===== src/rtl/ex_mem_latch.sv =====
// EX/MEM pipeline register: latches ALU result and controls, resolves BEQ/BNE and the branch target.
// Define EX_MEM_OVF_TRAP_EN to turn signed add/sub overflow into a precise exception bubble.
module ex_mem_latch #(
    parameter int DW = 32,
    parameter int RW = 5
) (
    input  logic          CLK,
    input  logic          RST,
    input  logic          stall,
    input  logic          flush,
    input  logic          ex_valid,
    input  logic [DW-1:0] ex_alu_out,
    input  logic          ex_zero,
    input  logic          ex_overflow,
    input  logic [DW-1:0] ex_pc4,
    input  logic [DW-1:0] ex_imm,
    input  logic          ex_beq,
    input  logic          ex_bne,
    input  logic          ex_ovf_chk,
    input  logic [DW-1:0] ex_store_data,
    input  logic [RW-1:0] ex_rd,
    input  logic          ex_regwrite,
    input  logic          ex_memread,
    input  logic          ex_memwrite,
    input  logic          ex_memtoreg,
    output logic          mem_valid,
    output logic [DW-1:0] mem_alu_out,
    output logic [DW-1:0] mem_store_data,
    output logic [RW-1:0] mem_rd,
    output logic          mem_regwrite,
    output logic          mem_memread,
    output logic          mem_memwrite,
    output logic          mem_memtoreg,
    output logic          br_taken,
    output logic [DW-1:0] br_target,
    output logic          exc_ovf,
    output logic [DW-1:0] epc
);

    logic          w_taken;
    logic          w_fault;
    logic          w_bubble;
    logic [DW-1:0] w_target;

    logic          r_valid;
    logic [DW-1:0] r_alu_out;
    logic [DW-1:0] r_store_data;
    logic [RW-1:0] r_rd;
    logic          r_regwrite;
    logic          r_memread;
    logic          r_memwrite;
    logic          r_memtoreg;
    logic          r_br_taken;
    logic [DW-1:0] r_br_target;

    assign w_taken  = (ex_beq & ex_zero) | (ex_bne & ~ex_zero);
    assign w_target = ex_pc4 + (ex_imm << 2);
    // An empty EX slot loads the same bubble a flush would
    assign w_bubble = flush | (~stall & ~ex_valid);

    always_ff @(posedge CLK) begin
        if (RST || w_bubble) begin
            r_valid      <= 1'b0;
            r_alu_out    <= '0;
            r_store_data <= '0;
            r_rd         <= '0;
            r_regwrite   <= 1'b0;
            r_memread    <= 1'b0;
            r_memwrite   <= 1'b0;
            r_memtoreg   <= 1'b0;
            r_br_taken   <= 1'b0;
            r_br_target  <= '0;
        end else if (!stall) begin
            r_valid      <= 1'b1;
            r_alu_out    <= ex_alu_out;
            r_store_data <= ex_store_data;
            r_rd         <= ex_rd;
            // A faulting instruction keeps its slot but must not write anything
            r_regwrite   <= ex_regwrite & ~w_fault;
            r_memread    <= ex_memread  & ~w_fault;
            r_memwrite   <= ex_memwrite & ~w_fault;
            r_memtoreg   <= ex_memtoreg & ~w_fault;
            r_br_taken   <= w_taken;
            r_br_target  <= w_target;
        end
    end

`ifdef EX_MEM_OVF_TRAP_EN
    logic          r_exc_ovf;
    logic [DW-1:0] r_epc;

    assign w_fault = ex_valid & ex_ovf_chk & ex_overflow;

    // epc is sticky: only RST or a new fault load changes it
    always_ff @(posedge CLK) begin
        if (RST) begin
            r_exc_ovf <= 1'b0;
            r_epc     <= '0;
        end else if (w_bubble) begin
            r_exc_ovf <= 1'b0;
        end else if (!stall) begin
            r_exc_ovf <= w_fault;
            if (w_fault) begin
                r_epc <= ex_pc4 - DW'(4);
            end
        end
    end

    assign exc_ovf = r_exc_ovf;
    assign epc     = r_epc;
`else
    logic w_unused_ovf;

    assign w_unused_ovf = ex_ovf_chk ^ ex_overflow;
    assign w_fault      = 1'b0;
    assign exc_ovf      = 1'b0;
    assign epc          = '0;
`endif

    assign mem_valid      = r_valid;
    assign mem_alu_out    = r_alu_out;
    assign mem_store_data = r_store_data;
    assign mem_rd         = r_rd;
    assign mem_regwrite   = r_regwrite;
    assign mem_memread    = r_memread;
    assign mem_memwrite   = r_memwrite;
    assign mem_memtoreg   = r_memtoreg;
    assign br_taken       = r_br_taken;
    assign br_target      = r_br_target;

endmodule

===== config.mk =====
export PLATFORM = sky130hd
export DESIGN_NAME = ex_mem_latch
export DESIGN_NICKNAME = d
export VERILOG_FILES = /design/src/rtl/ex_mem_latch.sv
export SDC_FILE = /design/constraint.sdc
export NUM_CORES = 1
export LEC_CHECK = 0
export CAP_MARGIN = 20
export CORE_UTILIZATION = 43
export DETAILED_ROUTE_END_ITERATION = 16
export PLACE_DENSITY = 0.86
export SLEW_MARGIN = 5
export SYNTH_ARGS = -nofsm -noshare
export SYNTH_HDL_FRONTEND = slang
export SYNTH_SLANG_ARGS = --single-unit

===== constraint.sdc =====
create_clock -name CLK -period 6.1 [get_ports CLK]
set_input_delay 1.83 -clock CLK [delete_from_list [all_inputs] [get_ports CLK]]
set_output_delay 1.83 -clock CLK [all_outputs]
set_load 0.005 [all_outputs]

# [Word-level counts from Yosys, hierarchy flattened]
# Cells that the tools add are included.
[word_totals] ff_bits=107 latchBits=0 ram_bits=0 romBits=0 out_inout_bits=140 word_cells=20 n_memories=0
[classes] n_addsub=1 mul=0 div_mod_pow=0 n_lt_le_gt_ge=0 eq_ne=0 n_shift=0 mux=0 bitwise_logic=8 n_reduce_logical=1
[ops] op="$add 32x32->32" count=1
[ops] op="$and 1x1->1" count=3
[ops] op="$not 1->1" count=3
[ops] op="$or 1x1->1" count=2
[ops] op="$logic_or 1x1->1" count=1

# [Longest topological paths before layout]
# Gate-level depths: netlist of run 1.
[logic_depth] ltp_word=4 mapped_depth=11

# [Least setup slack after synthesis of run 1]
# OpenSTA, ideal clock, no wires.
[synth_timing] kind="input -> register" startpoint="in ex_pc4[2]" endpoint="reg r_br_target[30] (netlist: br_target[30])" t_arrival_ns=3.705 required_ns=5.983 path_slack_ns=2.279 stages=11 cell_sequence="ha_1 > inv_1 > fa_1 > and2b_2 > o31ai_4 > a21oi_1 > nand3b_4 > a221o_2 > a31oi_2 > xor2_1 > o21ai_1"
[synth_between] elab_chain_cells=1
[synth_rtl] element="start, declared" line_no="15" rtl="input logic [DW-1:0] ex_pc4,"
[synth_rtl] element="$add 32x32->32" line_no="57" rtl="assign w_target = ex_pc4 + (ex_imm << 2);"
[synth_rtl] element="end signal, assigned" line_no="84" rtl="r_br_target <= w_target;"
[synth_rtl] element="end, declared" line_no="54" rtl="logic [DW-1:0] r_br_target;"
# Every way passes these cells.
# A chain may end at the register's enable or synchronous reset.

# [Worst setup path in the final report of run 1]
[layout_timing] startpoint="in ex_pc4[3]" endpoint="reg r_br_target[29] (netlist: br_target[29])"
# The elaborated chain is that of the path after synthesis.

==> results.md, run 1 <==
* DRT antenna net count at 0
* Leak at 0.003503 uW
* Minimum clock period at 4119 ps
* Commonest non-fill, non-tap cells in the layout: clkdlybuf4s50_1 (248), nor2_1 (117), dfxtp_1 (107)
* Die Area at 0.01344 mm^2
* Hold Buf Count CTS at 0
* CTS tree: yes
* Max VDD drop at 184.6 uV
* Leading area contributor after synthesis: dfxtp_1
* Hold Violations, Final at 0
* Grt ovf at 0
* First DRT Iteration DRCs at 137
* Routability cong. at 0.8979
* Initial antenna violation count at 0
* Via count at 5168
* Combined area of the multi-input logic cells at 0.003177 mm^2
* RSZ-0062 raised after global routing: no
* EDFF count, synth at 0
* Die Height at 115.9 um
* Nets@finish at 1032
* YS warnings at 0
* I/O pin count at 287
* Worst Setup End Kind: flop
* Power Dens Cells at 205.8 mW/mm^2
* Hold path cells at 2
* Least-Margin Pin Slew at 917.2 ps
* Starting Density at 44.23%
* Max Transition Viols Final at 0
* Htree depth at 3
* Via density at 5.008
* Arr. time, crit path at 4330 ps
* Slew margin rel. at 38.85%
* WP data required at 6310 ps
* R2R cell count at 2
* Synth area leaders: dfxtp_1 (38%), mux2i_1 (15%), nor2_1 (7.9%), ha_1 (6.5%), buf_4 (4.6%)
* Core ar. at 0.01262 mm^2
* Hold Worst Slack at 461.5 ps
* Post-synthesis async set-or-reset flop share at 0%
* Max Freq at 242.8 MHz
* Dpl hpwl at 11490 um
* Crit start category: input pin
* I/O Buffers at 249
* Rows at 41
* Synthesized instance count at 623
* Sequential fraction of the synthesis area at 38.38%
* Placement Setup Slack at 1655 ps
* Most common cell after layout, fill and taps aside: clkdlybuf4s50_1
* WS Path Type: input pin to flop
* Unique masters post-synth at 58
* Drt first pass iters at 4
* Syn avg cell area at 8.959 um^2
* DR WL/cell at 14.64 um
* Core Util, Final at 66.36%
* Vias in the first global route at 4914
* First-pass GRT wire length at 22940 um
* Setup Buffers After CTS at 0
* Residual DRC at 0
* GR Util All Layers at 21.93%
* Status: complete, no violations
* Final wirelength at 15110 um
* PostCTS Resize Cnt at 0
* Worst-path fanout max at 3
* Clk sinks at 107
* Mapped Area at 0.005582 mm^2
* Setup Skew at 0 ps
* Final setup margin at 1981 ps
* Inserted Diodes at 0
* Area Growth Syn to Fin at 50.03%
* Setup_tns at 0 ps
* CTS root buf: clkbuf_16
* Overall Power at 1723 uW
* Largest net degree at the start of global routing at 66
* Clock slew at reported path FFs at 80 ps
* Worst Hold Class: flop to flop
* Clock Latency Late Sink at 350 ps
* Die X at 115.9 um
* Predominant post-synthesis flop cell: dfxtp_1
* Ratio of cells with drive above 1 in the final layout at 4.419%
* Endpoints failing setup at 0
* Post-synth top area share at 38.38%
* Max Cap Viol at 0
* Register Area at 0.002142 mm^2
* CTS Buf Count at 9
* Crit share post-route at 67.53%
* Clock Tree Buf Depth at 2
* Fillers at 1014
* FF+latch count, synth at 107
## sequential cells by signal, indices dropped and copies added, names as in the netlist
name	flops
mem_store_data	32
br_taken	1
mem_memread	1
br_target	32
mem_regwrite	1
mem_memwrite	1
mem_alu_out	32
mem_valid	1
mem_memtoreg	1
mem_rd	5
## synthesized netlist by cell type, types with 2 or more instances
cell type,n
nand4_1,4
inv_1,7
a41oi_1,2
nand2_1,35
o21a_1,7
a211oi_1,3
nand4b_1,3
dfxtp_1,107
nor2b_1,4
nor2_1,117
buf_4,34
o21ai_0,24
mux2i_1,86
a221o_1,2
or2b_2,2
nor3_1,4
clkbuf_1,24
a21oi_1,39
nor3b_1,3
nand3_1,12
xnor2_1,11
xor2_1,10
or4_1,3
and3_2,3
buf_2,3
o211ai_2,2
a21o_1,12
buf_1,2
ha_1,29
## worst max-delay path, cell delays in order
cell	delay, ps
clkdlybuf4s50_1	440
ha_1	310
a21oi_1	80
nand4b_1	210
a21oi_1	300
a21oi_1	200
o31ai_2	450
a41oi_1	210
mux2i_1	190
o21ai_0	110
## per-layer routing
metal | GRT usage (%) | wire, um | vias up | part of all wire [%]
li1 | - | - | 2563 | -
met1 | 24.22 | 6106 | 2386 | 40
met2 | 37.46 | 7217 | 190 | 48
met3 | 7.479 | 1328 | 29 | 8.8
met4 | 11.11 | 452 | 0 | 3.0
met5 | 0 | 0 | - | 0
## area by class of cell
class | count | area share [%]
multi-input cells | 478 | 37.94
repair buffers | 252 | 30.05
flip-flops and latches | 107 | 25.58
clock buffers | 11 | 2.899
well taps | 172 | 2.570
clock inverters | 5 | 0.6574
inverters | 7 | 0.3138
## kinds of logic after synthesis
| family | after synthesis | share of synthesized area, % |
|---|---|---|
| AOI/OAI and AO/OA | 109 | 13.02 |
| xor gates and xnor gates | 21 | 3.295 |
| adders and majority gates | 30 | 6.859 |
| buffers and inverters | 70 | 7.061 |
| DFF | 107 | 38.38 |
| muxes | 86 | 15.42 |
| other | 1 | 0.06718 |
| and+or+nand+nor | 199 | 15.89 |
## per-stage QoR
step / cell area (um^2) / cells
detailed placement: 8077 / 1016
finish: 8374 / 1032
global placement: 8077 / 1016
global route: 8374 / 1032
CTS: 8374 / 1032
floorplan: 5702 / 655
## final timing paths
| check | start | end | slack [ps] |
|---|---|---|---|
| max | ex_pc4[3] | br_target[29] | 1980 |
| max reg2reg | br_target[29] | br_target[29] | 5350 |
| min reg2reg | br_target[21] | br_target[21] | 460 |
| min | br_target[21] | br_target[21] | 460 |
## where the power goes
| group | leakage (uW) | switching [uW] | total, uW | internal (uW) |
|---|---|---|---|---|
| Combinational | 0.00249 | 182 | 407 | 225 |
| Clock | 0.000143 | 284 | 584 | 300 |
| Sequential | 0.000869 | 11.5 | 732 | 721 |
| Total | 0.00350 | 478 | 1720 | 1250 |
No activity file was read; power rests on OpenSTA's default activity.
==> inputs of run 2 (changes only) <==
--- a/config.mk
+++ b/config.mk
@@ -6,9 +6,9 @@
 export NUM_CORES = 1
 export LEC_CHECK = 0
 export CAP_MARGIN = 20
-export CORE_UTILIZATION = 43
+export CORE_UTILIZATION = 40
 export DETAILED_ROUTE_END_ITERATION = 16
-export PLACE_DENSITY = 0.86
+export PLACE_DENSITY = 0.81
 export SLEW_MARGIN = 5
 export SYNTH_ARGS = -nofsm -noshare
 export SYNTH_HDL_FRONTEND = slang
==> constraint.sdc (replaced) <==
create_clock -name CLK -period 3.9 [get_ports CLK]
set_input_delay 1.17 -clock CLK [delete_from_list [all_inputs] [get_ports CLK]]
set_output_delay 1.17 -clock CLK [all_outputs]
set_load 0.005 [all_outputs]
==> results.md, run 2 (synthesis gave the netlist of run 1 again) <==
* Die Area at 0.01443 mm^2
* Inserted Diodes at 0
* PostCTS Resize Cnt at 0
* Slew margin rel. at 40.68%
* Core ar. at 0.01340 mm^2
* CTS root buf: clkbuf_16
* Die X at 120.1 um
* Worst Hold Class: flop to flop
* Clk sinks at 107
* Grt ovf at 0
* GR Util All Layers at 21.01%
* Die Height at 120.1 um
* RSZ-0062 raised after global routing: no
* Least-Margin Pin Slew at 889.8 ps
* Largest net degree at the start of global routing at 59
* Net Sw Frac at 27.26%
* Residual DRC at 0
* Combinational power share at 23.4%
* Endpoints failing setup at 0
* Hold Crit Start: mem_valid
* Commonest non-fill, non-tap cells in the layout: clkdlybuf4s50_1 (248), nor2_1 (117), dfxtp_1 (107)
* Core Util, Final at 62.86%
* Clock network power share at 34.8%
* DR WL/cell at 14.58 um
* CP Launch Point: ex_pc4[2]
* CTS tree: yes
* Setup_tns at 0 ps
* Capture point of the worst reg-to-reg path: br_target[29]
* Vias in the first global route at 4997
* Minimum clock period at 3462 ps
* Crit share post-route at 88.76%
* Sequential share of power at 41.8%
* Max VDD drop at 246.6 uV
* Via density at 4.886
* I/O Buffers at 249
* Status: complete, no violations
* Max Freq at 288.9 MHz
* Worst-path fanout max at 4
* Arr. time, crit path at 3760 ps
* Max Cap Viol at 0
* Dpl hpwl at 11520 um
* Starting Density at 41.65%
* DRT antenna net count at 0
* Routability cong. at 0.8411
* Ratio of cells with drive above 1 in the final layout at 4.977%
* Drt first pass iters at 4
* Nets@finish at 1036
* Gr busiest metal: met2
* First-pass GRT wire length at 23950 um
* Met3 Usage GRT at 7.557%
* Worst Hold End: mem_valid
* Rows at 42
* Initial antenna violation count at 0
* NetSw at 747.0 uW
* Area Growth Syn to Fin at 50.91%
* WP data required at 4200 ps
* Pint at 1993 uW
* Final wirelength at 15160 um
* Hold Violations, Final at 0
* Worst flop-to-flop path startpoint: br_target[29]
* I/O pin count at 287
* R2R cell count at 2
* WS Path Type: input pin to flop
* Htree depth at 3
* Crit start category: input pin
* Max Transition Viols Final at 0
* Most common cell after layout, fill and taps aside: clkdlybuf4s50_1
* Hold Buf Count CTS at 0
* Clock Tree Buf Depth at 2
* Setup Buffers After CTS at 0
* M2 GR Usage at 36.35%
* Hold path cells at 2
* Fillers at 1156
* CTS Buf Count at 9
* Clock slew at reported path FFs at 80 ps
* Setup Skew at 0 ps
* R2R Setup Slk at 3180 ps
* Via count at 5081
* Clock Latency Late Sink at 350 ps
* Grt met1 use at 23.75%
* First DRT Iteration DRCs at 232
* Leak at 0.003526 uW
* Power Dens Cells at 325.3 mW/mm^2
* Worst Setup End Kind: flop
[run 2: cell count changes in the layout (fill, tap and decap cells not counted)]
cell,change
clkbuf_1,-1
buf_4,+4
clkbuf_8,-1
bufinv_16,+1
inv_8,-1
clkinvlp_4,+1
clkinv_2,+1
[run 2: layout make-up]
type	count	area, um^2	share of cell area (%)
clock buffers	9	225.2	2.674
clock inverters	7	86.33	1.025
inverters	7	26.28	0.3119
multi-input cells	478	3177	37.72
flip-flops and latches	107	2142	25.43
well taps	176	220.2	2.614
repair buffers	256	2546	30.23
[run 2: worst max-delay path by stage]
stage / endpoint / slack (ps) / cells after the start
3_5_place_dp: br_target[28] / 120 / 12
3_3_place_gp: br_target[28] / 130 / 12
6_report: br_target[28] / 440 / 12
2_1_floorplan: br_target[30] / 740 / 11
5_1_grt: br_target[28] / 340 / 12
4_1_cts: br_target[28] / 460 / 12
[run 2: power groups by stage]
stage                     sequential, uW  clock [uW]  combinational [uW]
after floorplan                     1170           0                 368
after global placement              1170           0                 634
after detailed placement            1170           0                 638
after CTS                           1150         979                 642
after global routing                1150        1020                 705
final                               1150         953                 641
[run 2: worst max-delay path, stage by stage]
cell and delay (ps):
clkdlybuf4s50_1 460, ha_1 160, inv_1 50, fa_1 370
and2b_2 270, o31ai_4 70, a21oi_1 190, a21oi_1 110
o211ai_2 260, a221oi_2 130, or4_1 420, nand3_1 90
[run 2: per-layer routing]
metal  wire [um]  up-vias
met3        1363       14
li1            -     2564
met5           0        -
met2        7385      181
met4         204        0
met1        6209     2322
[run 2: through the flow]
step / setup WS, ps / total power [uW] / hold WS, ps / instance area (um^2) / cells
2_1_floorplan: 738.6 / 1542 / 444.2 / 5702 / 655
3_3_place_gp: 129.0 / 1804 / 433.2 / 8112 / 1024
3_5_place_dp: 115.8 / 1809 / 442.4 / 8112 / 1024
4_1_cts: 465.0 / 2766 / 453.5 / 8423 / 1040
5_1_grt: 337.8 / 2875 / 489.7 / 8423 / 1040
6_report: 438.2 / 2740 / 451.3 / 8423 / 1040
